### config.mk
export PLATFORM = sky130hd
export DESIGN_NAME = ntt_coef_loader
export DESIGN_NICKNAME = d
export VERILOG_FILES = /design/src/rtl/ntt_loader_pkg.sv /design/src/rtl/ntt_coef_packer.sv /design/src/rtl/ntt_coef_loader.sv
export SDC_FILE = /design/constraint.sdc
export NUM_CORES = 1
export LEC_CHECK = 0
export CORE_MARGIN = 2
export CORE_UTILIZATION = 36
export DETAILED_ROUTE_END_ITERATION = 8
export GPL_ROUTABILITY_DRIVEN = 0
export GPL_TIMING_DRIVEN = 0
export PLACE_DENSITY = 0.57
export SKIP_LAST_GASP = 1
export SYNTH_ARGS = -nofsm -noshare
export SYNTH_HDL_FRONTEND = slang
export SYNTH_HIERARCHICAL = 1
export SYNTH_SLANG_ARGS = --single-unit
export TNS_END_PERCENT = 1
### constraint.sdc
create_clock -name clk -period 3.3 [get_ports clk]
set_clock_uncertainty 0.2 [all_clocks]
set_input_delay 0.33 -clock clk [delete_from_list [all_inputs] [get_ports clk]]
set_output_delay 0.33 -clock clk [all_outputs]
set_load 0.05 [all_outputs]
### src/rtl/ntt_loader_pkg.sv
// Shared constants and state encoding for the NTT coefficient loader.
//   N   coefficients per frame
//   CW  coefficient width
//   AW  RAM word-address width (2**AW == N/2)
//   Q   modulus used by the optional range check (NTT_LOADER_RANGE_CHK_EN)
package ntt_loader_pkg;
  localparam int N  = 256;
  localparam int CW = 16;
  localparam int AW = 7;
  localparam int Q  = 3329;
  localparam int NW = N / 4;          // write cycles per frame (one word pair each)
  localparam int IW = $clog2(N) + 1;  // beat index width, must hold N itself

  typedef enum logic [2:0] {IDLE, FILL, FLUSH, DRAIN, WAIT} state_t;
endpackage

### src/rtl/ntt_coef_packer.sv
// Four-slot packing buffer for the NTT loader.
//   clk, rst   clock, synchronous active-high reset
//   clr        discard buffer contents (start of frame)
//   acc        coefficient accepted this cycle, value on data
//   flush      emit the buffer now, unfilled slots as zero
//   emit       a word pair is ready this cycle (word_a/word_b valid)
//   word_a     {slot1, slot0}
//   word_b     {slot3, slot2}
module ntt_coef_packer
  import ntt_loader_pkg::*;
(
  input  logic            clk,
  input  logic            rst,
  input  logic            clr,
  input  logic            acc,
  input  logic [CW-1:0]   data,
  input  logic            flush,
  output logic            emit,
  output logic [2*CW-1:0] word_a,
  output logic [2*CW-1:0] word_b
);
  logic [3:0][CW-1:0] slots, nb;
  logic [1:0]         slot;

  // Slots above the fill pointer are always zero because the buffer is
  // cleared on every emit, so a flush naturally yields the zero padding.
  always_comb begin
    nb = slots;
    if (acc) nb[slot] = data;
  end

  assign emit   = (acc && slot == 2'd3) || flush;
  assign word_a = {nb[1], nb[0]};
  assign word_b = {nb[3], nb[2]};

  always_ff @(posedge clk) begin
    if (rst || clr) begin
      slots <= '0;
      slot  <= '0;
    end else if (emit) begin
      slots <= '0;
      slot  <= '0;
    end else if (acc) begin
      slots <= nb;
      slot  <= slot + 2'd1;
    end
  end
endmodule

### src/rtl/ntt_coef_loader.sv
// Upstream feeder for the NTT/INTT core: packs a stream of coefficients
// into word pairs, writes them to the core's dual-port load RAM while
// holding ntt_start, then waits for the core's done.
//   clk, rst            clock, synchronous active-high reset
//   go, mode_in         frame start pulse (idle only), mode latched on it
//   s_valid/s_ready     coefficient handshake; s_data, s_last frame marker
//   ntt_done            core done level, honoured only while waiting
//   ntt_start           high for the whole load phase
//   ntt_mode            latched mode
//   ntt_we, ntt_addr_a/b, ntt_data_a/b   RAM write port pair
//   busy, frame_done    frame in progress, completion pulse
//   err_len             sticky frame-length error
// Optional: NTT_LOADER_RANGE_CHK_EN adds err_range (sticky, coeff >= Q).
module ntt_coef_loader
  import ntt_loader_pkg::*;
(
  input  logic            clk,
  input  logic            rst,
  input  logic            go,
  input  logic            mode_in,
  input  logic            s_valid,
  output logic            s_ready,
  input  logic [CW-1:0]   s_data,
  input  logic            s_last,
  input  logic            ntt_done,
  output logic            ntt_start,
  output logic            ntt_mode,
  output logic            ntt_we,
  output logic [AW-1:0]   ntt_addr_a,
  output logic [AW-1:0]   ntt_addr_b,
  output logic [2*CW-1:0] ntt_data_a,
  output logic [2*CW-1:0] ntt_data_b,
  output logic            busy,
  output logic            frame_done,
  output logic            err_len
`ifdef NTT_LOADER_RANGE_CHK_EN
  ,
  output logic            err_range
`endif
);
  state_t          state, nxt;
  logic [IW-1:0]   idx;      // beats accepted this frame
  logic [AW-1:0]   k;        // word pairs written this frame (0..NW)
  logic            wr_last;  // the write on the port now is the final pair
  logic            go_acc, acc, last_beat, flush_req, emit;
  logic [2*CW-1:0] word_a, word_b;

  assign go_acc    = go && state == IDLE;
  assign s_ready   = state == FILL && idx < IW'(N);
  assign acc       = s_valid && s_ready;
  assign last_beat = idx == IW'(N-1);
  assign flush_req = state == FLUSH && k < AW'(NW);
  assign ntt_start = state == FILL || state == FLUSH;
  assign busy      = state != IDLE;

  ntt_coef_packer u_pack (
    .clk    (clk),
    .rst    (rst),
    .clr    (go_acc),
    .acc    (acc),
    .data   (s_data),
    .flush  ((acc && s_last) || flush_req),
    .emit   (emit),
    .word_a (word_a),
    .word_b (word_b)
  );

  always_comb begin
    nxt = state;
    case (state)
      IDLE:    if (go_acc) nxt = FILL;
      FILL:    if (wr_last) nxt = DRAIN;
               else if (acc && s_last && !last_beat) nxt = FLUSH;
      FLUSH:   if (wr_last) nxt = DRAIN;
      DRAIN:   nxt = WAIT;
      WAIT:    if (ntt_done) nxt = IDLE;
      default: nxt = IDLE;
    endcase
  end

  always_ff @(posedge clk) begin
    if (rst) begin
      state      <= IDLE;
      idx        <= '0;
      k          <= '0;
      wr_last    <= 1'b0;
      ntt_we     <= 1'b0;
      ntt_mode   <= 1'b0;
      ntt_addr_a <= '0;
      ntt_addr_b <= '0;
      ntt_data_a <= '0;
      ntt_data_b <= '0;
      frame_done <= 1'b0;
      err_len    <= 1'b0;
    end else begin
      state      <= nxt;
      ntt_we     <= emit;
      wr_last    <= emit && k == AW'(NW-1);
      frame_done <= state == WAIT && ntt_done;
      if (go_acc) begin
        idx      <= '0;
        k        <= '0;
        err_len  <= 1'b0;
        ntt_mode <= mode_in;
      end else begin
        if (acc) idx <= idx + 1'b1;
        if (emit) begin
          k          <= k + 1'b1;
          ntt_addr_a <= {k[AW-2:0], 1'b0};
          ntt_addr_b <= {k[AW-2:0], 1'b1};
          ntt_data_a <= word_a;
          ntt_data_b <= word_b;
        end
        // Early s_last, or the final beat arriving without s_last.
        if (acc && (s_last != last_beat)) err_len <= 1'b1;
      end
    end
  end

`ifdef NTT_LOADER_RANGE_CHK_EN
  always_ff @(posedge clk) begin
    if (rst)                            err_range <= 1'b0;
    else if (go_acc)                    err_range <= 1'b0;
    else if (acc && s_data >= CW'(Q))   err_range <= 1'b1;
  end
`endif
endmodule
==> Yosys cells after proc, flatten, opt, wreduce, memory -nomap -nowiden <==
Cells that the tools add are included.
{ "totals": {"elab_cells": 69, "reg_bits": 167, "output_inout_bits": 85, "input_bits": 23} }
{ "classes": {"n_reduce_logical": 22, "n_addsub": 3, "eq_ne": 12, "n_mux": 10, "order_cmp": 4, "bitwise": 1} }
{ "ops": {"columns": ["op", "count"], "rows": [
  ["64-bit bitwise mux", 1],
  ["64-bit two-way mux", 1],
  ["16-bit demux with 2-bit select", 1],
  ["16-bit two-way mux", 1],
  ["3-bit two-way mux", 5],
  ["3-bit case mux with 5 select lines", 1],
  ["1-bit logical AND", 11],
  ["9-bit by 1-bit adder with 9-bit output (second input constant)", 1],
  ["9-bit by 8-bit == test with 1-bit output (second input constant)", 1],
  ["9-bit < comparator (second input constant)", 1],
  ["7-bit by 1-bit adder with 7-bit output (second input constant)", 1],
  ["7-bit by 6-bit == test with 1-bit output (second input constant)", 1],
  ["7-bit < comparator (second input constant)", 1],
  ["3-bit by 2-bit == test with 1-bit output (second input constant)", 2],
  ["1-bit logical OR", 4],
  ["2-bit inequality test (second input constant)", 2],
  ["4-bit AND reduction", 1],
  ["2-bit OR reduction", 2],
  ["3-bit by 1-bit == test with 1-bit output (second input constant)", 1],
  ["3-bit == test (second input constant)", 1],
  ["3-bit zero test", 1],
  ["2-bit by 3-bit < comparator with 1-bit output (second input constant)", 1],
  ["3-bit by 2-bit inequality test with 1-bit output (second input constant)", 1],
  ["3-bit nonzero test", 1],
  ["8 further kinds", 8]
]} }

==> Depth between registers and ports, before layout <==
Gate-level depths: netlist (run 1).
{ "logic_depth": {"ltp_word": 8, "mapped_depth": 15, "depth_no_buf": 7} }

==> Hierarchy <==
The synthesis (run 1) kept the hierarchy.
{ "modules_own_cells": {"columns": ["mod", "seq_area_each_um2", "instances", "cells_per_inst", "area_per_inst_um2"], "rows": [
  ["ntt_coef_loader", 1901.8, 1, 460, 3812.4],
  ["ntt_coef_packer", 1321.3, 1, 339, 3304.4]
]} }

==> Worst setup path after synthesis (run 1) <==
OpenSTA, ideal clock, no wires.
{ "synth_timing": {"kind": "flip-flop to flip-flop", "from": "register state[1]", "to": "register ntt_data_a[21]", "setup_slack_ns": 0.038, "required_ns": 3.030, "synth_period_minus_slack_ns": 3.262, "path_buffers": 9, "path_stages_with_launch": 16, "t_arrival_ns": 2.992, "setup_ns": 0.070, "path_cell_list": "dfxtp_1 buf_6 or4b_1 buf_2 buf_2 nor2_1 buf_2 and2_1 buf_2 buf_6 or2_2 clkbuf_1 clkbuf_1 buf_1 nand3_1 a21oi_1"} }
{ "synth_via": {"elab_chain_cells": 7, "word_cells_on_any_way": 14, "cone_classes": "2 x eq/ne; 1 x mux; 1 x bitwise; 10 x reduce/logical"} }
{ "synth_lines": {"columns": ["item", "line_no", "rtl"], "rows": [
  ["start: declaration", "ntt_coef_loader.sv:41", "state_t state, nxt;"],
  ["start signal: assignment", "ntt_coef_loader.sv:96", "state <= nxt;"],
  ["3-bit by 1-bit == test with 1-bit output *", "ntt_coef_loader.sv:49", "assign s_ready = state == FILL && idx < IW'(N);"],
  ["1-bit logical AND *", "ntt_coef_loader.sv:49", null],
  ["1-bit logical AND *", "ntt_coef_loader.sv:50", "assign acc = s_valid && s_ready;"],
  ["named net acc", "ntt_coef_loader.sv:45", "logic go_acc, acc, last_beat, flush_req, emit;"],
  ["1-bit logical AND", "ntt_coef_loader.sv:62", ".flush ((acc && s_last) || flush_req),"],
  ["1-bit logical OR", "ntt_coef_loader.sv:62", null],
  ["1-bit logical OR *", "ntt_coef_packer.sv:32", "assign emit = (acc && slot == 2'd3) || flush;"],
  ["named net emit", "ntt_coef_loader.sv:45", null],
  ["2-bit AND reduction (no line) *", null, null],
  ["end signal: assignment", "ntt_coef_loader.sv:111", "ntt_data_a <= word_a;"],
  ["end: declaration", "ntt_coef_loader.sv:31", "output logic [2*CW-1:0] ntt_data_a,"]
]} }
The timed path passes the listed nets; every way through them passes the cells marked *.
A chain may end at the register's enable or synchronous reset.

==> Worst setup path in the final report (run 1) <==
{ "layout_timing": {"from": "register state[1]", "to": "register ntt_addr_b[1]"} }
{ "layout_via": {"elab_chain_cells": 7, "word_cells_on_any_way": 13, "cone_classes": "2 x eq/ne; 1 x bitwise; 10 x reduce/logical"} }
{ "layout_lines": {"columns": ["item", "line_no", "rtl"], "rows": [
  ["3-bit by 1-bit == test with 1-bit output *", "ntt_coef_loader.sv:49", null],
  ["1-bit logical AND *", "ntt_coef_loader.sv:49", null],
  ["1-bit logical AND *", "ntt_coef_loader.sv:50", null],
  ["named net acc", "ntt_coef_loader.sv:45", null],
  ["1-bit logical AND", "ntt_coef_loader.sv:62", null],
  ["1-bit logical OR", "ntt_coef_loader.sv:62", null],
  ["1-bit logical OR *", "ntt_coef_packer.sv:32", null],
  ["named net emit", "ntt_coef_loader.sv:45", null],
  ["2-bit AND reduction (no line) *", null, null],
  ["end signal: assignment", "ntt_coef_loader.sv:110", "ntt_addr_b <= {k[AW-2:0], 1'b1};"],
  ["end: declaration", "ntt_coef_loader.sv:30", "output logic [AW-1:0] ntt_addr_b,"]
]} }
Marked as above.

==> flow_summary.ini, run 1 <==
[clock_network]
cts.hold.buffers_added = 0
tritoncts_clock_tree = built
cts-htree-levels = 4
cts.sink_count = 161
clock_latency_ns = 0.43
root_buffer = clkbuf_16
cts_made_buffers = 17
maximum_buffer_depth_of_the_clock_tree = 2
cts.reportedPaths.clkPinSlew_ns = 0.06

[synthesis]
synth_seq_area_share = 0.4529
synth_fp_nets = 830
synth-warning-count = 6
synthDistinctLibCells = 42
cell_count_after_synthesis = 799
synth.ff_latch_count = 161
syn_avg_cell_area_um2 = 8.907
post_synth_instance_area_mm2 = 0.007117

[critical_path]
worstPathMaxFanout = 10
cp_data_required_time_ns = 3.37
class_of_the_most_critical_setup_path = reg -> reg
stage_delay_of_the_slowest_cell_on_the_critical_path_ns = 0.50
timing.critical_path.to_type = flip-flop
slowest_stage = or4b_1
worstPathCellList = buf_6 > or4b_1 > buf_2 > buf_2 > nor2_2 > buf_4 > and2_1 > buf_4 > buf_6 > or2_4 > inv_2 > clkbuf_2 > o21ai_0 > a21oi_1
worst_setup_sp_type = flip-flop
crit_arrival_ns = 3.24

[detailed_routing]
wl_per_cell_um = 17.01
initialDrtViolationCount = 382
drt_pre_antenna_iters = 5
remaining_drc_errors = 0
wl_um = 20400
detail_route.vias_per_cell = 5.124
drtAntennaViolNets = 0
via_count = 6144

[floorplan]
dieHeight_um = 144.6
io-pin-count = 108
placementRows = 51
die_area_mm2 = 0.02091
fp.coreArea_mm2 = 0.01946
die_w_um = 144.6
start_util = 0.3657

[global_routing]
grt.total_usage = 0.2006
grt_start_max_net_pins = 19
grt_pass1_vias = 5666
antenna_found_initial = 0
grt_first_pass_wirelength_um = 31760
global_route.overflow_total = 0

[finish]
mostFrequentLayoutCell = dfxtp_1
layout.cells.most_common_list = dfxtp_1, nand3_1, clkdlybuf4s50_1
non_filler_instance_count_after_layout = 1199
finish.net_count = 953
antenna_cells = 0
layout.core_utilization = 0.4712
drive_above_1_share = 0.2109
area.growth.synth_to_final_pct = 28.87

[place]
post-place-ws_ns = -1.041
count_of_buffers_inserted_at_the_top_level_ports = 106
hpwl_detailed_um = 14460
placedCellCount = 1170

[sta]
hold_violations_final = 0
worst-slew-pin-transition_ns = 0.8251
relSlewSlack = 0.4499
report.final.setup_viol = 0
tns_ns = 0
timing.final.crit_period_ns = 3.175
final_min_period_over_clock_period = 0.9620
drv_slew = 0
rsz_0062_raised_after_global_routing = yes
fmax_ghz = 0.3150
postLayoutSetupSlackWorst_ns = 0.1254

[run]
cap_violations = 0

[power]
vdd_drop_max_uv = 370.5
report.power.total_uw = 4493
register_share_of_total_power = 0.438
power.clock.fraction = 0.459
power_switching_share = 0.2608
power.density_mw_per_mm2 = 489.9
total_leakage_power_uw = 0.003359
share_comb_of_total_power = 0.104
power.switching_uw = 1172
cellInternalPower_uw = 3321

[outcome]
outcome = finished clean

[hold_path]
hold_class = in -> reg
-- area by class of cell --
class | count | area (um^2)
clock buffers | 19 | 452.9
multi-input cells | 541 | 3408
repair buffers | 107 | 1069
plain buffers | 84 | 493.0
well taps | 265 | 331.6
inverters | 10 | 37.54
clock inverters | 12 | 156.4
flip-flops and latches | 161 | 3223
fillers | 1922 | 10290
-- kinds of logic (layout without fill, tap and decap cells) --
kind of cell             after synthesis  after routing  synth area share
other                                  1              1         0.0005269
multiplexers                          20             20           0.03094
flip-flops                           161            161            0.4529
XOR/XNOR                               6              6          0.007384
AO/OA/AOI/OAI                        265            265            0.2498
adder cells (fa/ha/maj)                8              8           0.01407
buffers and inverters                 97            232           0.06892
AND/OR/NAND/NOR                      241            241            0.1755
-- power by group through the flow --
stage	Sequential [uW]	Clock (uW)	Combinational (uW)
after floorplan	2030	0	264
after CTS	1970	2090	466
after detailed placement	2010	0	454
final	1970	2060	465
after global routing	1970	2190	503
after global placement	2010	0	456
-- through the flow --
stage / hold slack (ns) / cell area [um^2]
finish: 0.2584 / 9171
floorplan: 0.2324 / 7117
detailed placement: 0.2569 / 8509
global route: 0.2761 / 9171
CTS: 0.2497 / 9166
global placement: 0.2439 / 8509
-- synthesized netlist by cell type (all sizes together) --
library cell	instances	area [um^2]
nand4	4	25.02
and2	1	6.260
buf	45	295.3
or2	2	12.51
a21bo	48	480.5
a21o	2	15.01
nor4b	16	146.4
nand3b	2	15.01
o31ai	3	22.52
o21bai	1	7.510
a21oi	132	840.8
or4	3	22.52
mux2i	4	40.04
nand2	55	206.5
nand3	126	630.6
or4b	2	20.02
mux2	16	180.2
nand2b	2	12.51
nor2	13	48.80
nor4bb	1	10.01
o21ai	75	375.4
inv	10	37.53
xnor2	2	17.52
ha	8	100.1
and4	1	8.760
conb	1	3.750
nor3	3	15.01
a2111o	2	22.52
dfxtp	161	3223
a211oi	1	7.510
a31oi	1	6.260
xor2	4	35.03
or3	8	50.05
nor4	2	18.77
clkbuf	42	157.7
-- routing by layer --
metal | part of all wire | up-vias | wire length (um) | global-route usage
li1 | - | 3077 | - | -
met1 | 0.49 | 2895 | 10050 | 0.2864
met2 | 0.44 | 149 | 9050 | 0.3048
met3 | 0.044 | 23 | 893 | 0.04007
met4 | 0.020 | 0 | 399 | 0.06183
met5 | 0 | - | 0 | 0
-- registers in the layout (all words and copies together) (netlist names) --
| signal | count |
|---|---|
| u_pack/slots | 64 |
| ntt_data_a | 32 |
| ntt_data_b | 32 |
| idx | 9 |
| k | 7 |
| ntt_addr_b | 7 |
| state | 3 |
| u_pack/slot | 2 |
| err_len | 1 |
| frame_done | 1 |
| ntt_mode | 1 |
| ntt_we | 1 |
| wr_last | 1 |
-- repair_timing --
action	4_1_cts	5_1_grt
endpoints found under the setup margin	80	75
gates cloned	0	0
gates resized for setup	25	12
buffers inserted	1	0
-- final timing paths --
kind,start,to,slack (ns),depth (start not counted)
worst max-delay path,state[1]$_SDFFE_PP0P_,ntt_addr_b[1]$_SDFFE_PP0P_,0.13,14
worst min-delay path,mode_in,ntt_mode$_SDFFE_PP0P_,0.26,3
worst max register to register,state[1]$_SDFFE_PP0P_,ntt_addr_b[1]$_SDFFE_PP0P_,0.13,14
worst min register to register,ntt_mode$_SDFFE_PP0P_,ntt_mode$_SDFFE_PP0P_,0.26,2
-- worst max-delay path: cells and delay by family, from the launching register on --
family	cells	cell delay [ns]
buffers and inverters	8	1.29
AND/OR/NAND/NOR	4	0.95
flip-flops	1	0.31
AO/OA/AOI/OAI	2	0.27
Power figures use the tool's default switching activity.
==> inputs of run 2 (changes only) <==
- CAP_MARGIN: not set -> 10
==> results of run 2 <==
Final layout, timing and power as in run 1 (identical DEF).
